$ cat src/rtl/muldiv_unit.sv
// Iterative RV32M/RV64M multiply/divide unit: one bit per cycle shift-add multiply and
// restoring divide, with single-cycle sign preparation and result fix-up around the core loop.
module muldiv_unit #(
  parameter int unsigned XLEN = 32
) (
  input  logic            SYS_clk,
  input  logic            SYS_reset,
  input  logic            MD_start,
  input  logic [2:0]      MD_funct3,
  input  logic [XLEN-1:0] MD_rs1_data,
  input  logic [XLEN-1:0] MD_rs2_data,
  input  logic            MD_flush,
  output logic            MD_busy,
  output logic            MD_done,
  output logic [XLEN-1:0] MD_result
);

  localparam int unsigned CntW = $clog2(XLEN + 1);

  typedef enum logic [2:0] {StIdle, StPrep, StCalc, StFixup, StDone} state_e;

  state_e            state_q;
  logic [2:0]        funct3_q;
  logic [XLEN-1:0]   a_q, b_q;
  logic [XLEN-1:0]   hi_q, lo_q, opnd_q;
  logic [CntW-1:0]   cnt_q;
  logic              neg_q, rneg_q;
  logic              busy_q, done_q;
  logic [XLEN-1:0]   result_q;

  logic              sgn_a, sgn_b, neg_a, neg_b;
  logic [XLEN-1:0]   abs_a, abs_b;
  logic              div_zero, div_ovf;
  logic [XLEN-1:0]   fast_res;
  logic [XLEN:0]     mul_sum, div_trial;
  logic [XLEN-1:0]   hi_nx, lo_nx;
  logic [2*XLEN-1:0] prod;
  logic [XLEN-1:0]   quo, rem, fix_res;

  always_comb begin
    sgn_a    = !(funct3_q inside {3'b011, 3'b101, 3'b111});
    sgn_b    = sgn_a && (funct3_q != 3'b010);
    neg_a    = sgn_a & a_q[XLEN-1];
    neg_b    = sgn_b & b_q[XLEN-1];
    abs_a    = neg_a ? -a_q : a_q;
    abs_b    = neg_b ? -b_q : b_q;
    div_zero = funct3_q[2] && (b_q == '0);
    div_ovf  = funct3_q[2] && !funct3_q[0] && (a_q == {1'b1, {(XLEN-1){1'b0}}}) && (b_q == '1);
    if (div_zero) fast_res = funct3_q[1] ? a_q : '1;
    else          fast_res = funct3_q[1] ? '0 : a_q;

    // Multiply: {hi,lo} holds partial product with the multiplier shifting out of lo.
    // Divide: hi is the partial remainder, lo shifts the dividend out and the quotient in.
    mul_sum   = {1'b0, hi_q} + (lo_q[0] ? {1'b0, opnd_q} : '0);
    div_trial = {hi_q, lo_q[XLEN-1]} - {1'b0, opnd_q};
    if (funct3_q[2]) begin
      if (!div_trial[XLEN]) begin
        hi_nx = div_trial[XLEN-1:0];
        lo_nx = {lo_q[XLEN-2:0], 1'b1};
      end else begin
        hi_nx = {hi_q[XLEN-2:0], lo_q[XLEN-1]};
        lo_nx = {lo_q[XLEN-2:0], 1'b0};
      end
    end else begin
      hi_nx = mul_sum[XLEN:1];
      lo_nx = {mul_sum[0], lo_q[XLEN-1:1]};
    end

    prod = neg_q ? -{hi_q, lo_q} : {hi_q, lo_q};
    quo  = neg_q ? -lo_q : lo_q;
    rem  = rneg_q ? -hi_q : hi_q;
    case (funct3_q)
      3'b000:                 fix_res = prod[XLEN-1:0];
      3'b001, 3'b010, 3'b011: fix_res = prod[2*XLEN-1:XLEN];
      3'b100, 3'b101:         fix_res = quo;
      default:                fix_res = rem;
    endcase
  end

  always_ff @(posedge SYS_clk or negedge SYS_reset) begin
    if (!SYS_reset) begin
      state_q  <= StIdle;
      funct3_q <= '0;
      a_q      <= '0;
      b_q      <= '0;
      hi_q     <= '0;
      lo_q     <= '0;
      opnd_q   <= '0;
      cnt_q    <= '0;
      neg_q    <= 1'b0;
      rneg_q   <= 1'b0;
      busy_q   <= 1'b0;
      done_q   <= 1'b0;
      result_q <= '0;
    end else if (MD_flush) begin
      state_q <= StIdle;
      busy_q  <= 1'b0;
      done_q  <= 1'b0;
    end else begin
      case (state_q)
        StIdle, StDone: begin
          done_q <= 1'b0;
          if (MD_start) begin
            funct3_q <= MD_funct3;
            a_q      <= MD_rs1_data;
            b_q      <= MD_rs2_data;
            busy_q   <= 1'b1;
            state_q  <= StPrep;
          end else begin
            busy_q  <= 1'b0;
            state_q <= StIdle;
          end
        end
        StPrep: begin
          if (div_zero || div_ovf) begin
            result_q <= fast_res;
            busy_q   <= 1'b0;
            done_q   <= 1'b1;
            state_q  <= StDone;
          end else begin
            hi_q    <= '0;
            lo_q    <= funct3_q[2] ? abs_a : abs_b;
            opnd_q  <= funct3_q[2] ? abs_b : abs_a;
            neg_q   <= neg_a ^ neg_b;
            rneg_q  <= neg_a;
            cnt_q   <= CntW'(XLEN);
            state_q <= StCalc;
          end
        end
        StCalc: begin
          hi_q  <= hi_nx;
          lo_q  <= lo_nx;
          cnt_q <= cnt_q - 1'b1;
          if (cnt_q == CntW'(1)) state_q <= StFixup;
        end
        StFixup: begin
          result_q <= fix_res;
          busy_q   <= 1'b0;
          done_q   <= 1'b1;
          state_q  <= StDone;
        end
        default: begin
          busy_q  <= 1'b0;
          done_q  <= 1'b0;
          state_q <= StIdle;
        end
      endcase
    end
  end

  assign MD_busy   = busy_q;
  assign MD_done   = done_q;
  assign MD_result = result_q;

endmodule

$ cat config.mk
export PLATFORM = sky130hd
export DESIGN_NAME = muldiv_unit
export DESIGN_NICKNAME = d
export VERILOG_FILES = /design/src/rtl/muldiv_unit.sv
export SDC_FILE = /design/constraint.sdc
export NUM_CORES = 1
export LEC_CHECK = 0
export CORE_MARGIN = 5
export CORE_UTILIZATION = 35
export CTS_BUF_LIST = sky130_fd_sc_hd__clkbuf_16
export DETAILED_ROUTE_END_ITERATION = 10
export DONT_BUFFER_PORTS = 1
export PLACE_DENSITY = 0.49
export SLEW_MARGIN = 20
export SYNTH_ARGS = -nofsm -noshare
export SYNTH_HDL_FRONTEND = slang
export SYNTH_SLANG_ARGS = --single-unit
export TNS_END_PERCENT = 20
$ cat constraint.sdc
create_clock -name SYS_clk -period 7.2 [get_ports SYS_clk]
set_input_delay 1.08 -clock SYS_clk [delete_from_list [all_inputs] [get_ports SYS_clk]]
set_output_delay 1.08 -clock SYS_clk [all_outputs]
set_load 0.03 [all_outputs]
==> qor.txt, run 1 <==
status - finished clean
CTS tree - yes
cell-by-cell trace of the critical path - inv_1 > ha_1 > nor4b_1 > nand4b_1 > nor3_2 > a41oi_2 > a31oi_4 > buf_4 > inv_2 > a21o_1
crit path DAT - 4.89 ns
vias in the first global route - 15360
worst path bufs/invs - 3
clock transition at the registers of the reported paths - 0.06 ns
Clock Latency Late Sink - 0.57 ns
Synth Area in XOR/XNOR - 9.19%
via count - 16316
Hold Path Class - in2async
simple-gate share of the synthesized area - 19.3%
CP max-delay cell - a31oi_4
worst vdd ir - 0.218 mV
final setup fails - 0
share of cells above drive strength 1 - 8.45%
setup TNS - 0 ns
# nets final - 2201
dominant synthesized flop cell - dfrtp_1
antenna cell count - 0
Fin Clk Skew - 0.0301 ns
Total Wirelength - 66.4 mm
fin crit share - 61.5%
DRT Pass-1 Iters - 6
Seq cells post-synth - 208
crit-path max FO - 39
H-tree depth - 1
power density over the cells - 444 nW/um^2
Req. time, crit path - 7.66 ns
I/O Pins - 105
ys async rst share - 100%
Setup CP Type - reg2reg
delay-heaviest family, CP - simple AND/OR/NAND/NOR gates
post-route antenna net violation count - 0
final instance area - 18500 um^2
Core ar. - 48800 um^2
post-synthesis adder-cell area fraction - 5.38%
Tot GR Track Use - 23.9%
Hold Slack - 0.208 ns
CP Launch Type - flop
largest family of logic cells by synthesized area - compound AO/OA/AOI/OAI gates
count of input and output buffers - 0
Mapped Area - 17300 um^2
Die Y - 232 um
post-layout min period - 4.43 ns
Syn Nets - 2285
first-pass GRT wire length - 99.0 mm
most common cell after layout, fill and taps aside - nand2_1
average size of a mapped cell - 8.06 um^2
DP HPWL - 50.8 mm
total chip power - 8.23 mW
GRT overflow - 0
Final Hold Viols - 0
Synth Instances - 2141
synth warn - 0
setup slack at placement - 2.96 ns
Final WS setup - 2.77 ns
most frequent cells in the layout - 240 x nand2_1, 206 x dfrtp_1, 203 x nor2_1
final core occ - 37.9%
multiplexer share of the synthesized area - 6.92%
Die ar. - 53800 um^2
Max Root-Sink Buffers - 3
Area Growth Syn to Fin - 7.41%
die width - 232 um
Final Max Tran Viols - 0
root buffer cell - clkbuf_16
Routed WL per cell - 24.3 um
sequential-to-total area share from yosys stat - 30.2%
Sink Count - 208
Post-CTS Hold Fix Bufs - 0
FMAX - 226 MHz
Rows - 81
Yosys cell types - 88
Slew @ Worst Pin - 1.14 ns
DRC violations left - 0
gpl congestion - 0.942
DP Cell Count - 2695
Crit path largest cell delay - 0.55 ns
initial detailed-routing violation count - 1769
Leak - 7.70 nW
CP Capture Type - flop
RSZ-0062 raised after global routing - false
initial antenna violation count - 2
buffer count from post-CTS setup fixing - 0
largest net degree at the start of global routing - 209
final std cells w/o fill - 2736
# resized after CTS - 0
Initial Util - 35.3%
MaxCap Viol Count - 0
Slew Limit Headroom - 24.0%
clock buffer count from CTS - 24
Synth Area in Compound Gates - 24.3%
placed inst area - 17800 um^2
number of synthesized flops with an enable pin - 0
Vias/cell - 5.96
-- where the power goes --
group          internal (mW)  switching [mW]
registers               1.56           0.843
logic                   1.75            2.85
clock network          0.712           0.526
total                   4.01            4.22
-- routing by layer --
layer	up-vias	track usage (%)	part of all wire, %
li1	7573	-	-
met1	7966	34.4	45
met2	651	36.6	44
met3	122	4.95	7.5
met4	4	6.78	3.3
met5	-	0	0.029
-- cell usage after synthesis, types with 22 or more instances --
cell,instances,area (um^2)
o21ai_0,182,911
buf_2,28,140
mux2i_1,36,360
nor3_1,54,270
nand2_1,240,901
a21oi_1,200,1000
inv_1,71,267
a211oi_1,24,180
clkbuf_1,97,364
or3_1,24,150
a21o_1,39,293
nor2_1,205,769
nand2b_1,22,138
o31ai_1,33,248
xnor2_1,101,885
dfrtp_1,208,5200
mux2_2,64,721
ha_1,71,888
xor2_1,80,701
-- registers in the layout, indices dropped and copies added (netlist names) --
register / count
b_q: 32
cnt_q: 6
MD_busy: 1
funct3_q: 3
lo_q: 32
a_q: 32
MD_result: 32
neg_q: 1
MD_done: 1
opnd_q: 32
state_q: 3
hi_q: 32
rneg_q: 1
-- cells by family (layout without fill, tap and decap cells) --
group,count (synthesis),after routing
simple gates,703,703
compound gates,663,663
flops,208,208
buf+inv,208,139
xor+xnor,181,181
mux,105,105
fa+ha+maj,73,73
-- final timing paths --
| kind | from | to | slack [ns] | cells past startpoint |
|---|---|---|---|---|
| max | a_q[0] | MD_busy | 2.77 | 10 |
| max reg2reg | a_q[0] | MD_busy | 2.77 | 10 |
| min in group SYS_clk | opnd_q[4] | opnd_q[4] | 0.48 | 2 |
| min reg2reg | opnd_q[4] | opnd_q[4] | 0.48 | 2 |
| min | SYS_reset | a_q[29] | 0.21 | 0 |
| max in group asynchronous | SYS_reset | hi_q[11] | 6.60 | 0 |
-- layout make-up --
class	count	area, um^2
multi-input cells	1725	11300
inverters	72	270
well taps	664	831
fillers	5114	30300
clock buffers	24	601
repair buffers	26	195
clock inverters	17	173
flip-flops and latches	208	5210
No activity file was read; power rests on OpenSTA's default activity.
==> run 2: changes to the inputs <==
==> constraint.sdc (replaced) <==
create_clock -name SYS_clk -period 4.28 [get_ports SYS_clk]
set_input_delay 0.642 -clock SYS_clk [delete_from_list [all_inputs] [get_ports SYS_clk]]
set_output_delay 0.642 -clock SYS_clk [all_outputs]
set_load 0.03 [all_outputs]
==> qor.txt, run 2 (synthesis gave the netlist of run 1 again) <==
status - complete, but fails checks
failing checks - hold timing
Final WS setup - 0.381 ns (-2.39 ns)
Sink Count - 208 (unchanged)
post-route antenna net violation count - 0 (unchanged)
crit-path max FO - 15 (-62%)
Initial Util - 35.3% (unchanged)
Fin Clk Skew - 0.0182 ns (-0.0119 ns)
Die Y - 232 um (unchanged)
Vias/cell - 5.95 (-0.19%)
Slew @ Worst Pin - 0.954 ns (-0.182 ns)
worst vdd ir - 0.329 mV (+51%)
GRT overflow - 0 (unchanged)
CP max-delay cell - inv_1
Tot GR Track Use - 25.0% (+1.0 points)
DP Cell Count - 2731 (+1.3%)
grt met1 use - 35.3% (+0.98 points)
die width - 232 um (unchanged)
Final Max Tran Viols - 0 (unchanged)
Req. time, crit path - 4.72 ns (-2.94 ns)
post-layout min period - 3.90 ns (-0.531 ns)
Slew Limit Headroom - 36.4% (+12 points)
most frequent cells in the layout - 240 x nand2_1, 206 x dfrtp_1, 203 x nor2_1
Clock Latency Late Sink - 0.56 ns (about the same)
Core ar. - 48800 um^2 (unchanged)
count of input and output buffers - 0 (unchanged)
CTS tree - yes
Max Root-Sink Buffers - 3 (unchanged)
GR Layer Usage met2 - 38.4% (+1.9 points)
root buffer cell - clkbuf_16
# resized after CTS - 0 (unchanged)
Leak - 7.93 nW (+3.0%)
Routed WL per cell - 25.0 um (+2.9%)
DP HPWL - 54.0 mm (+6.3%)
FMAX - 256 MHz (+14%)
Total Wirelength - 69.4 mm (+4.4%)
clock buffer count from CTS - 25 (+4.2%)
total chip power - 14.2 mW (+72%)
DRT Pass-1 Iters - 6 (unchanged)
setup slack at placement - 0.460 ns (-2.50 ns)
setup TNS - 0 ns (unchanged)
cell-by-cell trace of the critical path - inv_1 > nor2_1 > ha_1 > nand4_1 > a211o_1 > a31oi_1 > o21ai_0 > a21boi_0 > o221ai_1 > o21ai_0 > xnor2_1 > a221o_1
final core occ - 38.7% (+0.75 points)
Rows - 81 (unchanged)
final setup fails - 0 (unchanged)
# nets final - 2239 (+1.7%)
DRC violations left - 0 (unchanged)
share of cells above drive strength 1 - 10.1% (+1.7 points)
most used cell, CP - o21ai_0
H-tree depth - 1 (unchanged)
Die ar. - 53800 um^2 (unchanged)
I/O Pins - 105 (unchanged)
vias in the first global route - 15562 (+1.3%)
Final Hold Viols - 208 (+208)
M3 GR Usage - 6.00% (+1.1 points)
crit path DAT - 4.33 ns (-0.56 ns)
fin crit share - 91.1% (+30 points)
most common cell after layout, fill and taps aside - nand2_1
antenna cell count - 0 (unchanged)
final instance area - 18900 um^2 (+2.0%)
via count - 16529 (+1.3%)
initial detailed-routing violation count - 1540 (-13%)
RSZ-0062 raised after global routing - false
first-pass GRT wire length - 103 mm (+3.7%)
gpl congestion - 0.961 (+2.0%)
Area Growth Syn to Fin - 9.53%
Setup CP Type - reg2reg
clock transition at the registers of the reported paths - 0.06 ns (about the same)
final std cells w/o fill - 2777 (+1.5%)
GRT busiest layer - met2
placed inst area - 18100 um^2 (+1.7%)
largest net degree at the start of global routing - 209 (unchanged)
delay-heaviest family, CP - compound AO/OA/AOI/OAI gates
MaxCap Viol Count - 0 (unchanged)
initial antenna violation count - 2 (unchanged)
worst path bufs/invs - 1 (-2)
Hold Slack - -0.218 ns (-0.426 ns)
CP Launch Type - flop
CP Capture Type - flop
Crit path largest cell delay - 0.49 ns (-0.06 ns)
Hold Path Class - in2async
buffer count from post-CTS setup fixing - 0 (unchanged)
power density over the cells - 751 nW/um^2 (+69%)
run 2: power breakdown:
group / switching [mW] / total (mW) / leakage, nW / internal (mW)
combinational: 5.01 / 8.07 / 4.90 / 3.05
sequential: 1.33 / 3.95 / 2.61 / 2.62
clock: 0.924 / 2.17 / 0.420 / 1.25
total: 7.27 / 14.2 / 7.93 / 6.92
run 2: worst reg2reg max path: cells and delay by family, from the launching register on:
kind	cells	cell delay, ns
compound gates	7	1.99
buf+inv	1	0.49
fa+ha+maj	1	0.42
flops	1	0.48
xor+xnor	1	0.09
simple gates	2	0.31
run 2: final cells by class:
type | count | area (um^2)
timing repair buffer | 63 | 531
clock buffer | 25 | 626
tap | 664 | 831
sequential | 208 | 5210
inverter | 72 | 270
multi-input combinational | 1725 | 11300
clock inverter | 20 | 183
fill | 5079 | 29900
run 2: path summary, 6_finish.rpt:
check                                     from         end  slack, ns  depth (start not counted)
worst min-delay path                 SYS_reset     a_q[30]      -0.22                          0
worst min register to register      opnd_q[22]  opnd_q[22]       0.48                          2
max in group asynchronous            SYS_reset     hi_q[4]       4.24                          0
worst max register to register         lo_q[0]    hi_q[29]       0.38                         12
worst max-delay path                   lo_q[0]    hi_q[29]       0.38                         12
min in group SYS_clk            MD_rs2_data[1]      b_q[1]       0.21                          2
run 2: layer usage:
| metal | routed length [um] | share of wire (%) | vias up |
|---|---|---|---|
| li1 | - | - | 7662 |
| met1 | 31000 | 45 | 8125 |
| met2 | 30800 | 44 | 634 |
| met3 | 5580 | 8.0 | 106 |
| met4 | 1980 | 2.9 | 2 |
| met5 | 12 | 0.017 | - |
